**config.mk**
```make
export PLATFORM = sky130hd
export DESIGN_NAME = muldiv_hilo
export DESIGN_NICKNAME = d
export VERILOG_FILES = /design/src/rtl/muldiv_hilo.sv
export SDC_FILE = /design/constraint.sdc
export NUM_CORES = 2
export LEC_CHECK = 0
export CAP_MARGIN = 20
export CORE_MARGIN = 5
export CORE_UTILIZATION = 55
export CTS_BUF_LIST = sky130_fd_sc_hd__clkbuf_8
export DETAILED_ROUTE_END_ITERATION = 8
export MAX_ROUTING_LAYER = met4
export PLACE_DENSITY_LB_ADDON = 0.15
export SYNTH_ARGS = -nofsm -noshare
export SYNTH_HDL_FRONTEND = slang
export SYNTH_SLANG_ARGS = --single-unit
```
**constraint.sdc**
```tcl
create_clock -name clk -period 7.1 [get_ports clk]
set_clock_uncertainty 0.05 [all_clocks]
set_input_delay 1.42 -clock clk [delete_from_list [all_inputs] [get_ports clk]]
set_output_delay 1.42 -clock clk [all_outputs]
set_load 0.005 [all_outputs]
```
**src/rtl/muldiv_hilo.sv**
```systemverilog
// ---------------------------------------------------------------------------
// muldiv_hilo
//   HI/LO register pair and the multiply/divide engine that feeds it (EX stage).
//   - MTHI/MTLO and MULT/MULTU complete on the issuing edge.
//   - DIV/DIVU use a radix-2 restoring divider, one quotient bit per cycle.
//   - busy stalls the pipeline while a divide is in flight.
//   - flush squashes an in-flight divide without touching HI/LO.
//
// Optional feature: define HILO_MACC_EN to enable MADD (op 110) and MSUB (op 111),
//   which accumulate a signed product into {HI,LO}. Without the macro those
//   opcodes are ignored (no write, no done).
//
// Ports
//   clk       in   1      clock, rising edge
//   rst       in   1      asynchronous, active-high reset
//   start     in   1      issue op; sampled only when busy==0
//   op        in   3      000 MTHI, 001 MTLO, 010 MULT, 011 MULTU,
//                         100 DIV, 101 DIVU, 110 MADD, 111 MSUB
//   rs_data   in   WIDTH  operand A / dividend / MTHI-MTLO source
//   rt_data   in   WIDTH  operand B / divisor
//   flush     in   1      synchronous abort of an in-flight divide
//   busy      out  1      divide in progress; new starts ignored
//   done      out  1      one-cycle pulse when the op's result becomes visible
//   div_zero  out  1      valid with done; divide by zero, HI/LO untouched
//   hi_o      out  WIDTH  HI register
//   lo_o      out  WIDTH  LO register
// ---------------------------------------------------------------------------
module muldiv_hilo #(
  parameter int WIDTH = 32
) (
  input  logic             clk,
  input  logic             rst,
  input  logic             start,
  input  logic [2:0]       op,
  input  logic [WIDTH-1:0] rs_data,
  input  logic [WIDTH-1:0] rt_data,
  input  logic             flush,
  output logic             busy,
  output logic             done,
  output logic             div_zero,
  output logic [WIDTH-1:0] hi_o,
  output logic [WIDTH-1:0] lo_o
);

  localparam int CW = $clog2(WIDTH) + 1;

  localparam logic [1:0] S_IDLE    = 2'b00;
  localparam logic [1:0] S_DIV_RUN = 2'b01;
  localparam logic [1:0] S_DIV_FIN = 2'b10;

  localparam logic [2:0] OP_MTHI  = 3'b000;
  localparam logic [2:0] OP_MTLO  = 3'b001;
  localparam logic [2:0] OP_MULT  = 3'b010;
  localparam logic [2:0] OP_MULTU = 3'b011;
  localparam logic [2:0] OP_DIV   = 3'b100;
  localparam logic [2:0] OP_DIVU  = 3'b101;
`ifdef HILO_MACC_EN
  localparam logic [2:0] OP_MADD  = 3'b110;
  localparam logic [2:0] OP_MSUB  = 3'b111;
`endif

  localparam logic [WIDTH-1:0] ONE_W  = {{(WIDTH-1){1'b0}}, 1'b1};
  localparam logic [WIDTH-1:0] ZERO_W = {WIDTH{1'b0}};
  localparam logic [CW-1:0]    CNT_LAST = CW'(WIDTH - 1);

  // Two's-complement negation, used for operand magnitudes and result signs.
  function automatic logic [WIDTH-1:0] negate(input logic [WIDTH-1:0] v);
    negate = ~v + ONE_W;
  endfunction

  // Architectural and divider state.
  logic [1:0]       state_q,    state_d;
  logic [CW-1:0]    cnt_q,      cnt_d;
  logic [WIDTH-1:0] hi_q,       hi_d;
  logic [WIDTH-1:0] lo_q,       lo_d;
  logic             busy_q,     busy_d;
  logic             done_q,     done_d;
  logic             div_zero_q, div_zero_d;
  logic [WIDTH-1:0] quo_q,      quo_d;    // dividend shifts out, quotient shifts in
  logic [WIDTH-1:0] rem_q,      rem_d;    // partial remainder, always < divisor
  logic [WIDTH-1:0] dsor_q,     dsor_d;   // divisor magnitude
  logic             q_neg_q,    q_neg_d;
  logic             r_neg_q,    r_neg_d;
  logic             dz_q,       dz_d;     // current divide has a zero divisor

  // Combinational helpers.
  logic                 mul_signed_s;
  logic                 div_signed_s;
  logic [2*WIDTH-1:0]   mul_a_s;
  logic [2*WIDTH-1:0]   mul_b_s;
  logic [2*WIDTH-1:0]   prod_s;
  logic [WIDTH:0]       rem_shift_s;
  logic [WIDTH:0]       diff_s;
  logic                 a_neg_s;
  logic                 b_neg_s;
`ifdef HILO_MACC_EN
  logic [2*WIDTH-1:0]   acc_s;
`endif

  // Multiplier: operands are extended to 2*WIDTH so the low half of an
  // unsigned multiply gives the exact signed or unsigned product.
  always_comb begin
    mul_signed_s = (op != OP_MULTU);
    if (mul_signed_s) begin
      mul_a_s = {{WIDTH{rs_data[WIDTH-1]}}, rs_data};
      mul_b_s = {{WIDTH{rt_data[WIDTH-1]}}, rt_data};
    end else begin
      mul_a_s = {{WIDTH{1'b0}}, rs_data};
      mul_b_s = {{WIDTH{1'b0}}, rt_data};
    end
    prod_s = mul_a_s * mul_b_s;
  end

`ifdef HILO_MACC_EN
  // Accumulator adder for MADD/MSUB; op[0] selects subtract.
  always_comb begin
    if (op[0]) begin
      acc_s = {hi_q, lo_q} - prod_s;
    end else begin
      acc_s = {hi_q, lo_q} + prod_s;
    end
  end
`endif

  // Divider step datapath and operand sign detection.
  always_comb begin
    div_signed_s = (op == OP_DIV);
    a_neg_s      = div_signed_s & rs_data[WIDTH-1];
    b_neg_s      = div_signed_s & rt_data[WIDTH-1];
    rem_shift_s  = {rem_q, quo_q[WIDTH-1]};
    diff_s       = rem_shift_s - {1'b0, dsor_q};
  end

  // Next-state logic for the FSM, HI/LO and the status outputs.
  always_comb begin
    state_d    = state_q;
    cnt_d      = cnt_q;
    hi_d       = hi_q;
    lo_d       = lo_q;
    quo_d      = quo_q;
    rem_d      = rem_q;
    dsor_d     = dsor_q;
    q_neg_d    = q_neg_q;
    r_neg_d    = r_neg_q;
    dz_d       = dz_q;
    done_d     = 1'b0;
    div_zero_d = 1'b0;

    case (state_q)
      S_IDLE: begin
        // flush takes priority over a same-cycle start.
        if (flush) begin
          state_d = S_IDLE;
        end else if (start) begin
          case (op)
            OP_MTHI: begin
              hi_d   = rs_data;
              done_d = 1'b1;
            end
            OP_MTLO: begin
              lo_d   = rs_data;
              done_d = 1'b1;
            end
            OP_MULT, OP_MULTU: begin
              {hi_d, lo_d} = prod_s;
              done_d       = 1'b1;
            end
`ifdef HILO_MACC_EN
            OP_MADD, OP_MSUB: begin
              {hi_d, lo_d} = acc_s;
              done_d       = 1'b1;
            end
`endif
            OP_DIV, OP_DIVU: begin
              q_neg_d = a_neg_s ^ b_neg_s;
              r_neg_d = a_neg_s;
              quo_d   = a_neg_s ? negate(rs_data) : rs_data;
              dsor_d  = b_neg_s ? negate(rt_data) : rt_data;
              rem_d   = ZERO_W;
              cnt_d   = {CW{1'b0}};
              if (rt_data == ZERO_W) begin
                dz_d    = 1'b1;
                state_d = S_DIV_FIN;
              end else begin
                dz_d    = 1'b0;
                state_d = S_DIV_RUN;
              end
            end
            default: begin
              state_d = S_IDLE;
            end
          endcase
        end else begin
          state_d = S_IDLE;
        end
      end

      S_DIV_RUN: begin
        if (flush) begin
          state_d = S_IDLE;
        end else begin
          // Restoring step: keep the subtraction only if it did not borrow.
          if (!diff_s[WIDTH]) begin
            rem_d = diff_s[WIDTH-1:0];
            quo_d = {quo_q[WIDTH-2:0], 1'b1};
          end else begin
            rem_d = rem_shift_s[WIDTH-1:0];
            quo_d = {quo_q[WIDTH-2:0], 1'b0};
          end
          cnt_d = cnt_q + {{(CW-1){1'b0}}, 1'b1};
          if (cnt_q == CNT_LAST) begin
            state_d = S_DIV_FIN;
          end else begin
            state_d = S_DIV_RUN;
          end
        end
      end

      S_DIV_FIN: begin
        state_d = S_IDLE;
        if (flush) begin
          done_d = 1'b0;
        end else if (dz_q) begin
          done_d     = 1'b1;
          div_zero_d = 1'b1;
        end else begin
          // MIN / -1 wraps naturally: magnitude 2^(WIDTH-1) negates to itself.
          lo_d   = q_neg_q ? negate(quo_q) : quo_q;
          hi_d   = r_neg_q ? negate(rem_q) : rem_q;
          done_d = 1'b1;
        end
      end

      default: begin
        state_d = S_IDLE;
      end
    endcase

    busy_d = (state_d != S_IDLE);
  end

  // State and output registers with asynchronous reset.
  always_ff @(posedge clk or posedge rst) begin
    if (rst) begin
      state_q    <= S_IDLE;
      cnt_q      <= {CW{1'b0}};
      hi_q       <= ZERO_W;
      lo_q       <= ZERO_W;
      busy_q     <= 1'b0;
      done_q     <= 1'b0;
      div_zero_q <= 1'b0;
      quo_q      <= ZERO_W;
      rem_q      <= ZERO_W;
      dsor_q     <= ZERO_W;
      q_neg_q    <= 1'b0;
      r_neg_q    <= 1'b0;
      dz_q       <= 1'b0;
    end else begin
      state_q    <= state_d;
      cnt_q      <= cnt_d;
      hi_q       <= hi_d;
      lo_q       <= lo_d;
      busy_q     <= busy_d;
      done_q     <= done_d;
      div_zero_q <= div_zero_d;
      quo_q      <= quo_d;
      rem_q      <= rem_d;
      dsor_q     <= dsor_d;
      q_neg_q    <= q_neg_d;
      r_neg_q    <= r_neg_d;
      dz_q       <= dz_d;
    end
  end

  assign busy     = busy_q;
  assign done     = done_q;
  assign div_zero = div_zero_q;
  assign hi_o     = hi_q;
  assign lo_o     = lo_q;

endmodule

```
==> impl_results.md <==
- Worst-skew pair later-pin latency: 0.48 ns
- Detailed Route WL: between 200000 and 250000 µm
- Std-Cell Core Area: about 110000 µm²
- Critical Setup Path Class: input port to flip-flop
- Clk buf depth: 2
- Cell repeated most along the worst path: sky130_fd_sc_hd__fa_2
- Remaining Overflow, GRT: 0
- Largest net degree at the start of global routing: 94
- Clk Tree Root Cell: sky130_fd_sc_hd__clkbuf_8
- Deepest level of the CTS H-tree: 4
- Number of violations reported at the end of detailed-routing iteration 0: between 4k and 5k
- Required time worst endpoint: ~7.4 ns
- Layout cell share with drive strength beyond 1: between 10% and 20%
- Arrival @ worst endpoint: ~10 ns
- Net Count, Synth: ~8.5k
- Vias after detailed routing: between 40k and 50k
- Post-route ant nets: 0
- RSZ-0062 raised after global routing: yes
- Post-synthesis compound-gate area fraction: under 10%
- Number of synthesized register bits: between 150 and 200
- Initial Utilization: a little under three fifths
- DRT Pass-1 Iters: 6
- Max-slew violation count: 0
- Result of the run: complete, but fails checks
- Initial antenna violation count: 24
- First-pass GRT wire length: between 300000 and 400000 µm
- Yosys warning count: 0
- Fraction of synthesized cell area in xor and xnor cells: 3.69%
- Post-detailed-route DRC marker count: 0
- Adder-cell share of the synthesized area: between 50% and 60%
- Clock slew seen by the registers of the worst setup and hold paths: about 0.1 ns
- Post-synth EDFFs: 0
- Area of the mapped netlist: 59800 µm²
- Most used DFF post-synth: sky130_fd_sc_hd__dfrtp_1
- Row cnt: between 100 and 150
- Area growth from synthesis to layout: 22.5%
- CTS tree: done
- Area of all placed cells without fillers: 73300 µm²
- Post-detailed-route wirelength per cell: 24.6 µm
- Shortest clock period the worst path allows after layout: roughly 10 ns
- Cell type with the highest aggregate area in the netlist: sky130_fd_sc_hd__fa_1
- GRT Util Overall: a little under 40%
- Syn avg cell area: about 9 µm²
- Peak per-stage delay on the critical path: 0.66 ns
- Via count of the first global-routing pass: between 50k and 60k
- Violations in the final reports: setup timing
- Cell with the largest stage delay on the worst path: sky130_fd_sc_hd__fa_2
- Highest clock rate: between 100 and 150 MHz
- Final hold violation count: 0
- Number of clock sinks seen by CTS: approximately 170
- Number of standard cells after synthesis: approximately 6.7k
- Die area: approximately 120000 µm²
- Smallest setup slack after layout: -2.85 ns
- Fraction of synthesis flops using an asynchronous set or reset pin: 100%
- Inserted Clock Buffers: 17
- Worst Max-Slew Pin Slew: between 1 and 1.5 ns
- Die Y-Extent: 340 µm
- Area after detailed placement: around 69000 µm²
- CP endpoint kind: flip-flop
- Die X-Extent: roughly 340 µm
- Via density per instance: approximately 5.6
- Synth top area share: between 40% and 50%
- Area share of and/or/nand/nor cells after synthesis: roughly 14%
- Number of different library cells in the post-synthesis netlist: 83
- Final setup violation count: 54
- Multiplexer area fraction after synthesis: less than 1%
- Count of maximum capacitance violations: 0
- Half-perimeter wire length of the detailed placement result: approximately 180000 µm
- Number of port buffers: 137
- Cell types with the largest area share after synthesis: sky130_fd_sc_hd__fa_1 (48%), sky130_fd_sc_hd__inv_1 (9.9%), sky130_fd_sc_hd__dfrtp_1 (7.3%), sky130_fd_sc_hd__ha_1 (7.2%), sky130_fd_sc_hd__nand2_1 (6.1%)
- Class of the most critical hold timing path: flip-flop to flip-flop
- Period utilisation layout: 140%
- Final-stage net count: 9207
- Nature of the critical path startpoint: input port
- Combinational family with the most area after synthesis: adder cells
- Final GP Congestion: around 1.1
- Num ports: ~140
- Worst-case headroom to the max-slew limit: 24.9%
- Hold-fix buffer count after cts: 0
- Critical path peak fanout: 4
- Share of the yosys chip area belonging to registers: 7.28%
## what timing repair did
| action | 4_1_cts | 5_1_grt |
|---|---|---|
| gates cloned | 15 | 5 |
| pin swaps | 136 | 227 |
| buffers inserted | 62 | 56 |
| setup endpoints to repair | 57 | 57 |
| resized for setup | 362 | 319 |
## worst max-delay path: cells and delay by family
kind	cells	cell delay, ns
fa+ha+maj	11	5.58
simple gates	8	1.69
buf+inv	14	1.08
compound gates	4	0.50
## cells in the final DEF, fill, tap and decap left out, drive strengths merged, types with 32 or more instances in the layout
| cell type | n |
|---|---|
| a21o | 42 |
| nor2 | 156 |
| mux2i | 32 |
| o31ai | 41 |
| and3 | 38 |
| dfrtp | 174 |
| ha | 345 |
| inv | 1573 |
| and2 | 403 |
| clkbuf | 36 |
| buf | 948 |
| nand3 | 33 |
| o211ai | 37 |
| xor2 | 81 |
| o21ai | 263 |
| xnor2 | 171 |
| fa | 1420 |
| nand2 | 970 |
| clkdlybuf4s50 | 78 |
| a21oi | 167 |
## metal layers
metal / vias to the layer above / routed length, µm / track usage, %
met5: - / 0 / -
met4: 0 / 13000 / 17.0
met3: 505 / 23700 / 8.57
met2: 2337 / 96200 / 58.7
met1: 25400 / 84200 / 51.2
li1: 21300 / - / -
## cells by family (layout without fill, tap and decap cells)
| logic type | after synthesis | after routing |
|---|---|---|
| compound gates | 728 | 728 |
| other cells | 0 | 15 |
| mux | 33 | 33 |
| flops | 174 | 174 |
| simple gates | 1767 | 1768 |
| fa+ha+maj | 1769 | 1769 |
| buf+inv | 1942 | 2658 |
| xor+xnor | 252 | 252 |
## metrics by stage
stage	std cells	hold slack, ns	worst slack [ns]	utilization, %	setup TNS, ns
2_1_floorplan	6665	0.400	-2.91	-	-89.04
3_3_place_gp	8641	0.413	-3.79	63.7	-167.37
3_5_place_dp	8641	0.419	-3.87	63.7	-170.55
4_1_cts	8743	0.440	-2.82	66.1	-110.65
5_1_grt	8804	0.452	-3.04	67.6	-119.95
6_report	8811	0.438	-2.85	67.6	-109.59
## flip-flops by register name, summed over array words and instances, names as in the netlist
name / flops
div_zero: 1
r_neg_q: 1
cnt_q: 6
busy: 1
quo_q: 32
dz_q: 1
dsor_q: 32
state_q: 2
done: 1
rem_q: 32
q_neg_q: 1
hi_o: 32
lo_o: 32
## final timing paths
path	end	slack, ns	cells after the start	startpoint
max in group asynchronous	quo_q[13]$_DFFE_PP0P_	4.41	3	rst
worst max register to register	rem_q[23]$_DFFE_PP0P_	2.51	14	quo_q[31]$_DFFE_PP0P_
worst min register to register	lo_o[2]$_DFFE_PP0P_	0.44	2	lo_o[2]$_DFFE_PP0P_
worst max-delay path	hi_o[29]$_DFFE_PP0P_	-2.85	37	op[1]
min in group asynchronous	cnt_q[5]$_DFFE_PP0P_	1.42	2	rst
worst min-delay path	lo_o[2]$_DFFE_PP0P_	0.44	2	lo_o[2]$_DFFE_PP0P_
## synth_stat cells (9+ instances only)
cell,n
sky130_fd_sc_hd__or3_1,10
sky130_fd_sc_hd__o211ai_1,36
sky130_fd_sc_hd__nor3_1,28
sky130_fd_sc_hd__nand2b_1,21
sky130_fd_sc_hd__a21oi_1,167
sky130_fd_sc_hd__clkbuf_1,320
sky130_fd_sc_hd__o41ai_1,18
sky130_fd_sc_hd__and2_1,402
sky130_fd_sc_hd__o31ai_1,41
sky130_fd_sc_hd__a221oi_1,9
sky130_fd_sc_hd__ha_1,345
sky130_fd_sc_hd__a211oi_1,10
sky130_fd_sc_hd__o21ai_1,28
sky130_fd_sc_hd__and3_1,38
sky130_fd_sc_hd__a21o_1,42
sky130_fd_sc_hd__o21a_1,14
sky130_fd_sc_hd__inv_1,1570
sky130_fd_sc_hd__mux2i_1,32
sky130_fd_sc_hd__nand2_1,970
sky130_fd_sc_hd__nor2b_1,17
sky130_fd_sc_hd__nor2_1,156
sky130_fd_sc_hd__o22ai_1,11
sky130_fd_sc_hd__a31oi_1,23
sky130_fd_sc_hd__xnor2_1,171
sky130_fd_sc_hd__nor3b_1,9
sky130_fd_sc_hd__o21ai_0,234
sky130_fd_sc_hd__o21bai_1,12
sky130_fd_sc_hd__dfrtp_1,174
sky130_fd_sc_hd__fa_1,1420
sky130_fd_sc_hd__xor2_1,81
sky130_fd_sc_hd__a31o_2,9
sky130_fd_sc_hd__or4_1,15
sky130_fd_sc_hd__nor4_1,20
sky130_fd_sc_hd__buf_1,45
sky130_fd_sc_hd__nand4_1,28
sky130_fd_sc_hd__nand3_1,33
## area by class of cell
| class | count | area [µm²] |
|---|---|---|
| Multi-Input combinational cell | 4550 | 50600 |
| Timing Repair Buffer | 1058 | 10200 |
| Sequential cell | 174 | 4350 |
| Tap cell | 1414 | 1770 |
| Clock buffer | 18 | 248 |
| Clock inverter | 12 | 160 |
| Inverter | 1570 | 5920 |
| Fill cell | 8748 | 35100 |
| Antenna cell | 15 | 37.5 |
Power is not shown: default switching activity piles up to over one toggle a cycle in this logic, so the estimate is an artifact.
